File: config.mk
export PLATFORM = sky130hd
export DESIGN_NAME = proc_sequencer
export DESIGN_NICKNAME = d
export VERILOG_FILES = /design/src/rtl/proc_sequencer.sv
export SDC_FILE = /design/constraint.sdc
export NUM_CORES = 1
export LEC_CHECK = 0
export ABC_AREA = 1
export CAP_MARGIN = 30
export CORE_ASPECT_RATIO = 0.6
export CORE_UTILIZATION = 53
export CTS_CLUSTER_SIZE = 40
export DETAILED_ROUTE_END_ITERATION = 12
export PLACE_DENSITY_LB_ADDON = 0.1
export SLEW_MARGIN = 20
export SYNTH_ARGS = -nofsm -noshare
export SYNTH_HDL_FRONTEND = slang
export SYNTH_SLANG_ARGS = --single-unit
export TNS_END_PERCENT = 100
File: constraint.sdc
create_clock -name clk -period 1.5 [get_ports clk]
set_input_delay 0.225 -clock clk [delete_from_list [all_inputs] [get_ports clk]]
set_output_delay 0.225 -clock clk [all_outputs]
set_load 0.03 [all_outputs]
File: src/rtl/proc_sequencer.sv
// proc_sequencer: clocked instruction sequencer for the 4-register datapath.
// Holds a small program memory and issues one 8-bit instruction per step on
// `sig` with a one-cycle `sig_valid` strobe. ALU words (sig[1:0]==2'b11) are
// held for ALU_LAT cycles before the sequencer advances.
//
// Ports:
//   clk, reset            clock, synchronous active-high reset
//   load_en/addr/data     program memory write port (ignored while busy)
//   start, prog_len       run prog_len instructions from address 0
//   abort                 drop back to IDLE without a done pulse
//   sig, sig_valid        instruction to datapath and its issue strobe
//   alu_active            ALU instruction settle window
//   busy, done, pc        run status, end-of-program pulse, current address
module proc_sequencer #(
  parameter int unsigned DEPTH   = 16,
  parameter int unsigned AW      = 4,
  parameter int unsigned ALU_LAT = 3
) (
  input  logic          clk,
  input  logic          reset,
  input  logic          load_en,
  input  logic [AW-1:0] load_addr,
  input  logic [7:0]    load_data,
  input  logic          start,
  input  logic [AW:0]   prog_len,
  input  logic          abort,
  output logic [7:0]    sig,
  output logic          sig_valid,
  output logic          alu_active,
  output logic          busy,
  output logic          done,
  output logic [AW-1:0] pc
);

  localparam int unsigned CW = (ALU_LAT > 1) ? $clog2(ALU_LAT) : 1;

  typedef enum logic [2:0] {
    S_IDLE,
    S_FETCH,
    S_ISSUE,
    S_WAIT_ALU,
    S_DONE
  } state_t;

  state_t        state;
  logic [AW:0]   len;
  logic [CW-1:0] cnt;
  logic [7:0]    mem [DEPTH];

  logic [AW:0]   len_clamped_c;
  logic          last_c;

  // Lengths beyond the memory size run the whole memory once, never wrap.
  assign len_clamped_c = (prog_len > (AW+1)'(DEPTH)) ? (AW+1)'(DEPTH) : prog_len;
  assign last_c        = ({1'b0, pc} == (len - (AW+1)'(1)));

  // Program memory write port; contents survive reset.
  always_ff @(posedge clk) begin
    if (load_en && !busy) begin
      mem[load_addr] <= load_data;
    end
  end

  // Sequencer FSM with registered outputs.
  always_ff @(posedge clk) begin
    if (reset) begin
      state      <= S_IDLE;
      sig        <= 8'h00;
      sig_valid  <= 1'b0;
      alu_active <= 1'b0;
      busy       <= 1'b0;
      done       <= 1'b0;
      pc         <= '0;
      len        <= '0;
      cnt        <= '0;
    end else begin
      sig_valid <= 1'b0;
      done      <= 1'b0;
      if (abort && (state != S_IDLE)) begin
        // sig and pc are deliberately left holding their last values
        state      <= S_IDLE;
        alu_active <= 1'b0;
        busy       <= 1'b0;
      end else begin
        case (state)
          S_IDLE: begin
            if (start && !abort) begin
              if (prog_len == '0) begin
                state <= S_DONE;
                done  <= 1'b1;
              end else begin
                len   <= len_clamped_c;
                pc    <= '0;
                busy  <= 1'b1;
                state <= S_FETCH;
              end
            end
          end
          S_FETCH: begin
            // Synchronous read lands directly in the issue register.
            sig       <= mem[pc];
            sig_valid <= 1'b1;
            state     <= S_ISSUE;
          end
          S_ISSUE: begin
            if (sig[1:0] == 2'b11) begin
              alu_active <= 1'b1;
              cnt        <= CW'(ALU_LAT - 1);
              state      <= S_WAIT_ALU;
            end else if (last_c) begin
              busy  <= 1'b0;
              done  <= 1'b1;
              state <= S_DONE;
            end else begin
              pc    <= pc + AW'(1);
              state <= S_FETCH;
            end
          end
          S_WAIT_ALU: begin
            if (cnt == '0) begin
              alu_active <= 1'b0;
              if (last_c) begin
                busy  <= 1'b0;
                done  <= 1'b1;
                state <= S_DONE;
              end else begin
                pc    <= pc + AW'(1);
                state <= S_FETCH;
              end
            end else begin
              cnt <= cnt - CW'(1);
            end
          end
          S_DONE: begin
            state <= S_IDLE;
          end
          default: begin
            state <= S_IDLE;
          end
        endcase
      end
    end
  end

endmodule

# Word level (Yosys, flattened, before mapping)
# Memories as Yosys holds them, arrays and structs flattened. A register that Yosys moved wholly into a read port is not among the register bits.
# Index checks and enable logic that the tools add are counted.
# classes
n_addsub	3
order_cmp	1
n_eq_ne	11
n_mux	34
bitwise_logic	2
n_reduce_logical	19
# op_table
op	count
$mux 4	5
$mux 1	15
$mux 3	5
$ne 2x2->1 const B	6
$pmux 3 s4	1
$pmux 4 s3	1
$reduce_and 4->1	2
$eq 3x2->1 const B	2
$pmux 1 s3	2
$reduce_and 6->1	1
$reduce_bool 3->1	2
$eq 4x5->1	1
$gt 5x5->1 const B	1
$logic_not 5->1	1
$mux 5	1
$reduce_and 5->1	1
$sub 5x1->5 const B	1
$add 4x1->4 const B	1
$mux 2	2
$pmux 2 s2	1
$reduce_and 2->1	2
$eq 3x1->1 const B	1
$logic_and 1x1->1	3
$logic_not 3->1	1
9 further kinds	11
# word_totals
ff_bits	18
ramBits	128
in_bits	22
out_inout_bits	16
memories	1
# memory_table
memory	depth	word_bits	read_ports	rd_ports_with_merged_regs	write_ports	line	text
mem	16	8	1	1	1	48	logic [7:0] mem [DEPTH];

# Logic depth before layout (Yosys ltp)
# Gate-level depths: netlist of run 1.
# logic_depth
depth_word	5
mapped_depth	12
ltp_nobuf	12

# Worst setup path after synthesis of run 1
# No wires, ideal clock.
# synth_timing
path_kind	reg-to-reg
startpoint	register pc[0]
endpoint	register sig[4], read port of mem
arrival_time_ps	1503
required_time_ps	1391
slack_ps	-112
path_stages_with_launch	10
synth_period_minus_slack_ps	1612
path_cell_list	dfxtp_1 > inv_1 > buf_2 > buf_2 > o21ai_0 > o211ai_1 > nand3_1 > nand3_1 > nand2_1 > inv_1
# synth_rtl
item	line	text
start: declaration	32	output logic [AW-1:0] pc
start signal: assignment	115	pc <= pc + AW'(1);
start signal: assignment	127	pc <= pc + AW'(1);
end: declaration	27	output logic [7:0] sig,

# Worst setup path after layout of run 1
# layout_timing
startpoint	register len[1]
endpoint	register pc[3]
# layout_via
elab_chain_len	5
# layout_lines
item	line	text
start: declaration	46	logic [AW:0] len;
start signal: assignment	92	len <= len_clamped_c;
$sub 5x1->5 (*)	55	assign last_c = ({1'b0, pc} == (len - (AW+1)'(1)));
$eq 4x5->1 (*)	55	
$mux 4 (*)	--	
$mux 4, on equally long branches	--	
$pmux 4 s3 (*)	--	
# Mark *: on every way between the ends. The rest lies on a longest branch, timed or not. The select of a mux whose other input is x is not followed.
# A chain may end at the register's enable or synchronous reset.

==> flow_summary.toml, run 1 <==
[status]
status = "finished, violations left"
violations = "negative setup slack"

[power]
powerDensity_nw_per_um2 = 1240
fin_total_pwr_uw = 10400
leakage_uw = 0.00317
ir_worst_vdd_mv = 1.03

[routing]
vias = 5005
drc_errors = 0
drt-total-wl_mm = 17.6
detail-route-antenna-nets = 0
wl_per_cell_um = 20.6
vias_per_cell = 5.85
dr.pass1.iters = 5
drt_first_iter_violations = 528

[timing]
setup_violations = 18
relSlewSlack = 0.729
fin_crit_ns = 1.66
hold_viol_final = 0
slew_violations = 0
fin_crit_sh = 1.11
fin_ws_ns = -0.160
fmax_mhz = 603
rsz0062_at_grt = "yes"
worstMarginPinSlew_ns = 0.405
skew_ns = 0.00585

[logic_synthesis]
syn_area_per_cell_um2 = 11.1
synth_top_cell_area_share = 0.602
post-synth-top-count-cell = "edfxtp_1"
syn_inst = 574
yosys_warnings = 0
ys_top_cells_by_count = "edfxtp_1 (128), nor2_1 (111), o21ai_0 (62), nand2_1 (60), inv_1 (41)"
synth_area_um2 = 6380
synth_cell_types = 29
synth_nets = 599
async_flop_share = 0
ys_ff_latch = 154
synth-main-ff-cell = "edfxtp_1"
synth_area_leaders = "edfxtp_1 (60%), dfxtp_1 (8.2%), nor2_1 (6.5%), o21ai_0 (4.9%), nand2_1 (3.5%)"
post-synth-top-area-cell = "edfxtp_1"
synth-edff-count = 128
seq_area_frac_synth = 0.684

[cells_and_area]
areaGrowthSynthToFinish_pct = 31.8
fin_area_um2 = 8410
num_antenna_cells = 0
num-nets-final = 708
final_cells = 856
layout-drive-gt1-share = 0.224
fillers = 777

[grt]
busiest_layer = "met1"
grt_pass1_vias = 4558
grt-ovfl-total = 0
antenna_found_initial = 0
use_met1 = 0.456
grt_max_degree = 45
grt_usage = 0.298
use_met3 = 0.0825
met2_usage = 0.410
grt_pass1_wl_mm = 26.2

[setup_path]
worstSetupStartpointType = "flop"
cp.arrival_ns = 1.97
critical_path_peak_fanout = 2
cp.required_ns = 1.81
cp-end-kind = "flop"
path_class = "flop to flop"

[clock_network]
clock_path_buffers = 2
htreeDepth = 4
clock-sinks = 154
ctsRootBufferMaster = "clkbuf_16"
clk_latency_ns = 0.42
clk_pin_slew_ns = 0.06
numCtsBuffers = 17
cts_tree = "yes"

[flow_run]
max-cap-violations = 0

[floorplanning]
design.die.area_um2 = 12500
die_x_um = 144
dieHeight_um = 87.0
start_util = 0.554
coreArea_um2 = 11500
rows = 30
ios = 38

[placed_design]
dpl_cell_area_um2 = 7470
gp_congestion = 0.861
dp.cells = 816
dp_hpwl_mm = 11.1
portBuffers = 37
pre_cts_slack_ns = -0.242

[hold_path]
hp-class = "input pin to flop"
routing by layer:
layer | wire length, um | part of all wire | up-vias
met2 | 7370 | 0.42 | 315
met4 | 302 | 0.017 | 0
met3 | 1990 | 0.11 | 34
met1 | 7920 | 0.45 | 2389
met5 | 0 | 0 | -
li1 | - | - | 2267
flip-flops by register name, indices dropped and copies added, names as in the netlist:
name        cells
done            1
state           3
sig             8
len             5
sig_valid       1
alu_active      1
pc              4
cnt             2
mem           128
busy            1
final timing paths:
| kind | from | end | slack, ns | cells past startpoint |
|---|---|---|---|---|
| max | len[1] | pc[3] | -0.16 | 10 |
| min | prog_len[0] | len[0] | 0.42 | 3 |
| max reg2reg | len[1] | pc[3] | -0.16 | 10 |
| min reg2reg | alu_active | alu_active | 0.46 | 2 |
cells by family (layout without fill, tap and decap cells):
logic type	count (synthesis)	after routing	share of synthesized area
adder cells (fa/ha/maj)	3	3	0.00588
XOR/XNOR	2	2	0.00275
flip-flops	154	154	0.684
AO/OA/AOI/OAI	122	122	0.116
AND/OR/NAND/NOR	222	222	0.144
buffers and inverters	71	193	0.0479
layout make-up:
cell class,count,area [um^2],area share
tap,160,200,0.0238
clock inverter,15,245,0.0292
timing repair buffer,117,1150,0.136
inverter,44,173,0.0205
clock buffer,17,425,0.0506
sequential,154,4370,0.520
multi-input combinational,349,1850,0.219
timing repair:
action | in CTS | in global routing
hold buffers | 0 | 0
resized for setup | 43 | 31
cloned | 1 | 1
buffers inserted | 3 | 4
setup endpoints to repair | 31 | 23
pin swaps | 10 | 14
worst max-delay path, stage by stage, from the launching register on:
cell and delay (ns):
dfxtp_2 0.33, inv_2 0.05, ha_4 0.27, nor2_2 0.04
nor2_2 0.09, nand2_1 0.07, nor2_2 0.18, nand4_1 0.19
buf_4 0.20, nand3_2 0.08, a21oi_2 0.05
per-stage QoR:
| step | setup TNS (ns) | hold WS, ns | utilization |
|---|---|---|---|
| after detailed placement | -26.61 | 0.455 | 0.648 |
| after floorplan | -3.64 | 0.324 | - |
| after CTS | -0.884 | 0.402 | 0.718 |
| after global routing | -2.83 | 0.423 | 0.730 |
| final | -1.66 | 0.419 | 0.730 |
| after global placement | -27.88 | 0.453 | 0.648 |
power breakdown:
group	internal [uW]	switching (uW)
sequential	4710	39.9
combinational	310	501
clock	3130	1740
cell usage in the layout (no fill, tap or decap), drive strengths merged:
cell           instances
edfxtp               128
nor2                 112
buf                   81
o21ai                 64
nand2                 62
inv                   41
nand3                 40
dfxtp                 26
clkdlybuf4s50         21
clkbuf                18
o221ai                18
o211ai                16
a21oi                 15
dlygate4sd2           12
clkinv                 8
o21a                   6
bufinv                 6
clkinvlp               4
nand4                  4
ha                     3
nand3b                 2
nor3                   2
a22oi                  1
xnor2                  1
xor2                   1
a211oi                 1
a31oi                  1
bufbuf                 1
clkdlybuf4s15          1
Note: power is estimated with default switching activity, not from simulation.
==> run 2, diff against run 1 <==
--- a/config.mk
+++ b/config.mk
@@ -5,7 +5,6 @@
 export SDC_FILE = /design/constraint.sdc
 export NUM_CORES = 1
 export LEC_CHECK = 0
-export ABC_AREA = 1
 export CAP_MARGIN = 30
 export CORE_ASPECT_RATIO = 0.6
 export CORE_UTILIZATION = 53
==> constraint.sdc (replaced) <==
create_clock -name clk -period 1.5 [get_ports clk]
set_input_delay 0.45 -clock clk [delete_from_list [all_inputs] [get_ports clk]]
set_output_delay 0.45 -clock clk [all_outputs]
set_load 0.03 [all_outputs]
==> run 2 against run 1 <==
  * The run still ends with negative setup slack left
  * Critical path depth is 2 lower
  * Power is 0.56% lower
  * Critical path type unchanged
  * Worst setup slack worse by 0.19 ns
  * Combinational power is 20% higher
  * Highest routed layer unchanged
  * Synthesized cell count is 36% lower
  * Clock skew is 0.0013 ns higher
  * Flip-flop and latch count stayed put
==> flow_summary.toml, run 2 <==
[setup_path]
cp-end-kind = "flop"
path_buf_inv = 2
critical_path.max_stage_delay_ns = 0.34
path_class = "flop to flop"
r2r_setup_slack_ns = -0.35
cp.arrival_ns = 2.17
cp_slowest_cell = "o2111a_2"
worstSetupStartpointType = "flop"
cp.required_ns = 1.82
critical_path_peak_fanout = 6
crit_chain = "inv_2 > ha_4 > xor2_2 > o32ai_2 > o2111a_2 > buf_4 > a211oi_4 > mux2i_1"
crit_family = "compound AO/OA/AOI/OAI gates"

[timing]
worstMarginPinSlew_ns = 0.889
fin_crit_sh = 1.23
hold_viol_final = 0
setup_violations = 29
fin_crit_ns = 1.85
tns_ns = -4.28
fin_ws_ns = -0.352
rsz0062_at_grt = "yes"
relSlewSlack = 0.407
skew_ns = 0.00719
slew_violations = 0
fmax_mhz = 540
whs_ns = 0.461

[grt]
grt_pass1_wl_mm = 23.5
grt_usage = 0.274
grt-ovfl-total = 0
grt_pass1_vias = 3986
antenna_found_initial = 0
grt_max_degree = 31

[cells_and_area]
final_common_cell = "edfxtp_1"
areaGrowthSynthToFinish_pct = 41.9
largest_register_ff_count = 128
fillers = 640
num_antenna_cells = 0
top_register = "mem"
mostFrequentLayoutCells = "edfxtp_1 (128), buf_4 (83), mux4_2 (32)"
multi_input_area_um2 = 2210
fin_area_um2 = 8840
top_regs = "mem: 128 flops, sig: 8 flops, len: 5 flops"
regArea_um2 = 4390
layout-drive-gt1-share = 0.511
num-nets-final = 540

[clock_network]
cts_tree = "yes"
clock_path_buffers = 2
clock-sinks = 154
htreeDepth = 4
numCtsBuffers = 17
ctsRootBufferMaster = "clkbuf_16"
clk_pin_slew_ns = 0.06
clk_latency_ns = 0.41

[logic_synthesis]
post-synth-top-count-cell = "edfxtp_1"
synth_nets = 390
yosys_warnings = 0
async_flop_share = 0
synth_area_leaders = "edfxtp_1 (62%), mux4_2 (12%), dfxtp_1 (8.3%), mux2i_1 (3.1%), a2bb2oi_1 (1.1%)"
syn_inst = 365
synth_cell_types = 45
ys_ff_latch = 154
synth_top_cell_area_share = 0.616
seq_area_frac_synth = 0.700
synth_area_um2 = 6230
synth-edff-count = 128
syn_area_per_cell_um2 = 17.1
ys_top_cells_by_count = "edfxtp_1 (128), mux4_2 (32), dfxtp_1 (26), mux2i_1 (19)"
post-synth-top-area-cell = "edfxtp_1"
synth-main-ff-cell = "edfxtp_1"

[placed_design]
dp_hpwl_mm = 9.85
dpl_cell_area_um2 = 7490
gp_congestion = 0.918
portBuffers = 37

[floorplanning]
design.die.area_um2 = 12200
rows = 30
ios = 38
die_x_um = 142
start_util = 0.548
dieHeight_um = 86.0
coreArea_um2 = 11400

[power]
ir_worst_vdd_mv = 1.10
powerDensity_nw_per_um2 = 1170
leakage_uw = 0.00306

[routing]
drc_errors = 0
wl_per_cell_um = 23.2
drt_first_iter_violations = 250
drt-total-wl_mm = 16.0
vias_per_cell = 5.83
dr.pass1.iters = 5
vias = 4013
detail-route-antenna-nets = 0

[flow_run]
max-cap-violations = 0

[status]
violations = "negative setup slack"
status = "finished, violations left"

[hold_path]
hp-class = "input pin to flop"
==> run 2: kinds of logic after synthesis <==
family,Yosys count,synth area share
buffers and inverters,21,0.0155
and+or+nand+nor,83,0.0726
muxes,51,0.146
DFF,154,0.700
AOI/OAI and AO/OA,48,0.0528
adders and majority gates,3,0.00602
xor gates and xnor gates,5,0.00702
==> run 2: through the flow <==
step	cells	utilization	setup slack [ns]	total power [uW]
after global routing	688	0.778	-0.383	10600
after floorplan	365	-	-0.190	5210
after CTS	679	0.756	-0.265	10300
after global placement	627	0.659	-0.709	5540
after detailed placement	627	0.659	-0.713	5560
final	688	0.778	-0.352	10400
==> run 2: final timing paths <==
| check | cells after the start | startpoint | to |
|---|---|---|---|
| worst min register to register | 2 | cnt[0] | cnt[0] |
| worst min-delay path | 4 | prog_len[0] | len[0] |
| worst max register to register | 8 | len[1] | pc[2] |
| worst max-delay path | 8 | len[1] | pc[2] |
==> run 2: layout make-up <==
class,instances,area share
tap,160,0.0226
timing repair buffer,146,0.156
sequential,154,0.497
clock buffer,17,0.0481
multi-input combinational,190,0.249
clock inverter,15,0.0248
inverter,6,0.00255
==> run 2: layer usage <==
layer / track usage / vias to the layer above / part of all wire
met5: 0 / - / 0
met4: 0.0909 / 0 / 0.014
met3: 0.0631 / 18 / 0.084
met2: 0.404 / 181 / 0.47
met1: 0.407 / 2042 / 0.43
li1: - / 1772 / -
==> run 2: report_power, final <==
group	leakage, uW	internal (uW)	switching, uW	total [uW]
Sequential	0.00137	4690	44.3	4730
Clock	0.000314	2960	1710	4670
Combinational	0.00137	513	454	968
Total	0.00306	8160	2210	10400
==> run 2: timing repair <==
| action | in CTS | in global routing |
|---|---|---|
| hold buffers | 0 | 0 |
| resized for setup | 90 | 53 |
| cloned | 3 | 0 |
| pin swaps | 14 | 11 |
| buffers inserted | 17 | 10 |
| endpoints found under the setup margin | 131 | 108 |
==> run 2: worst reg2reg max path: stages (launching register included) <==
cell and delay (ns):
dfxtp_2 0.32, inv_2 0.06, ha_4 0.15, xor2_2 0.14
o32ai_2 0.09, o2111a_2 0.34, buf_4 0.17, a211oi_4 0.24
mux2i_1 0.25
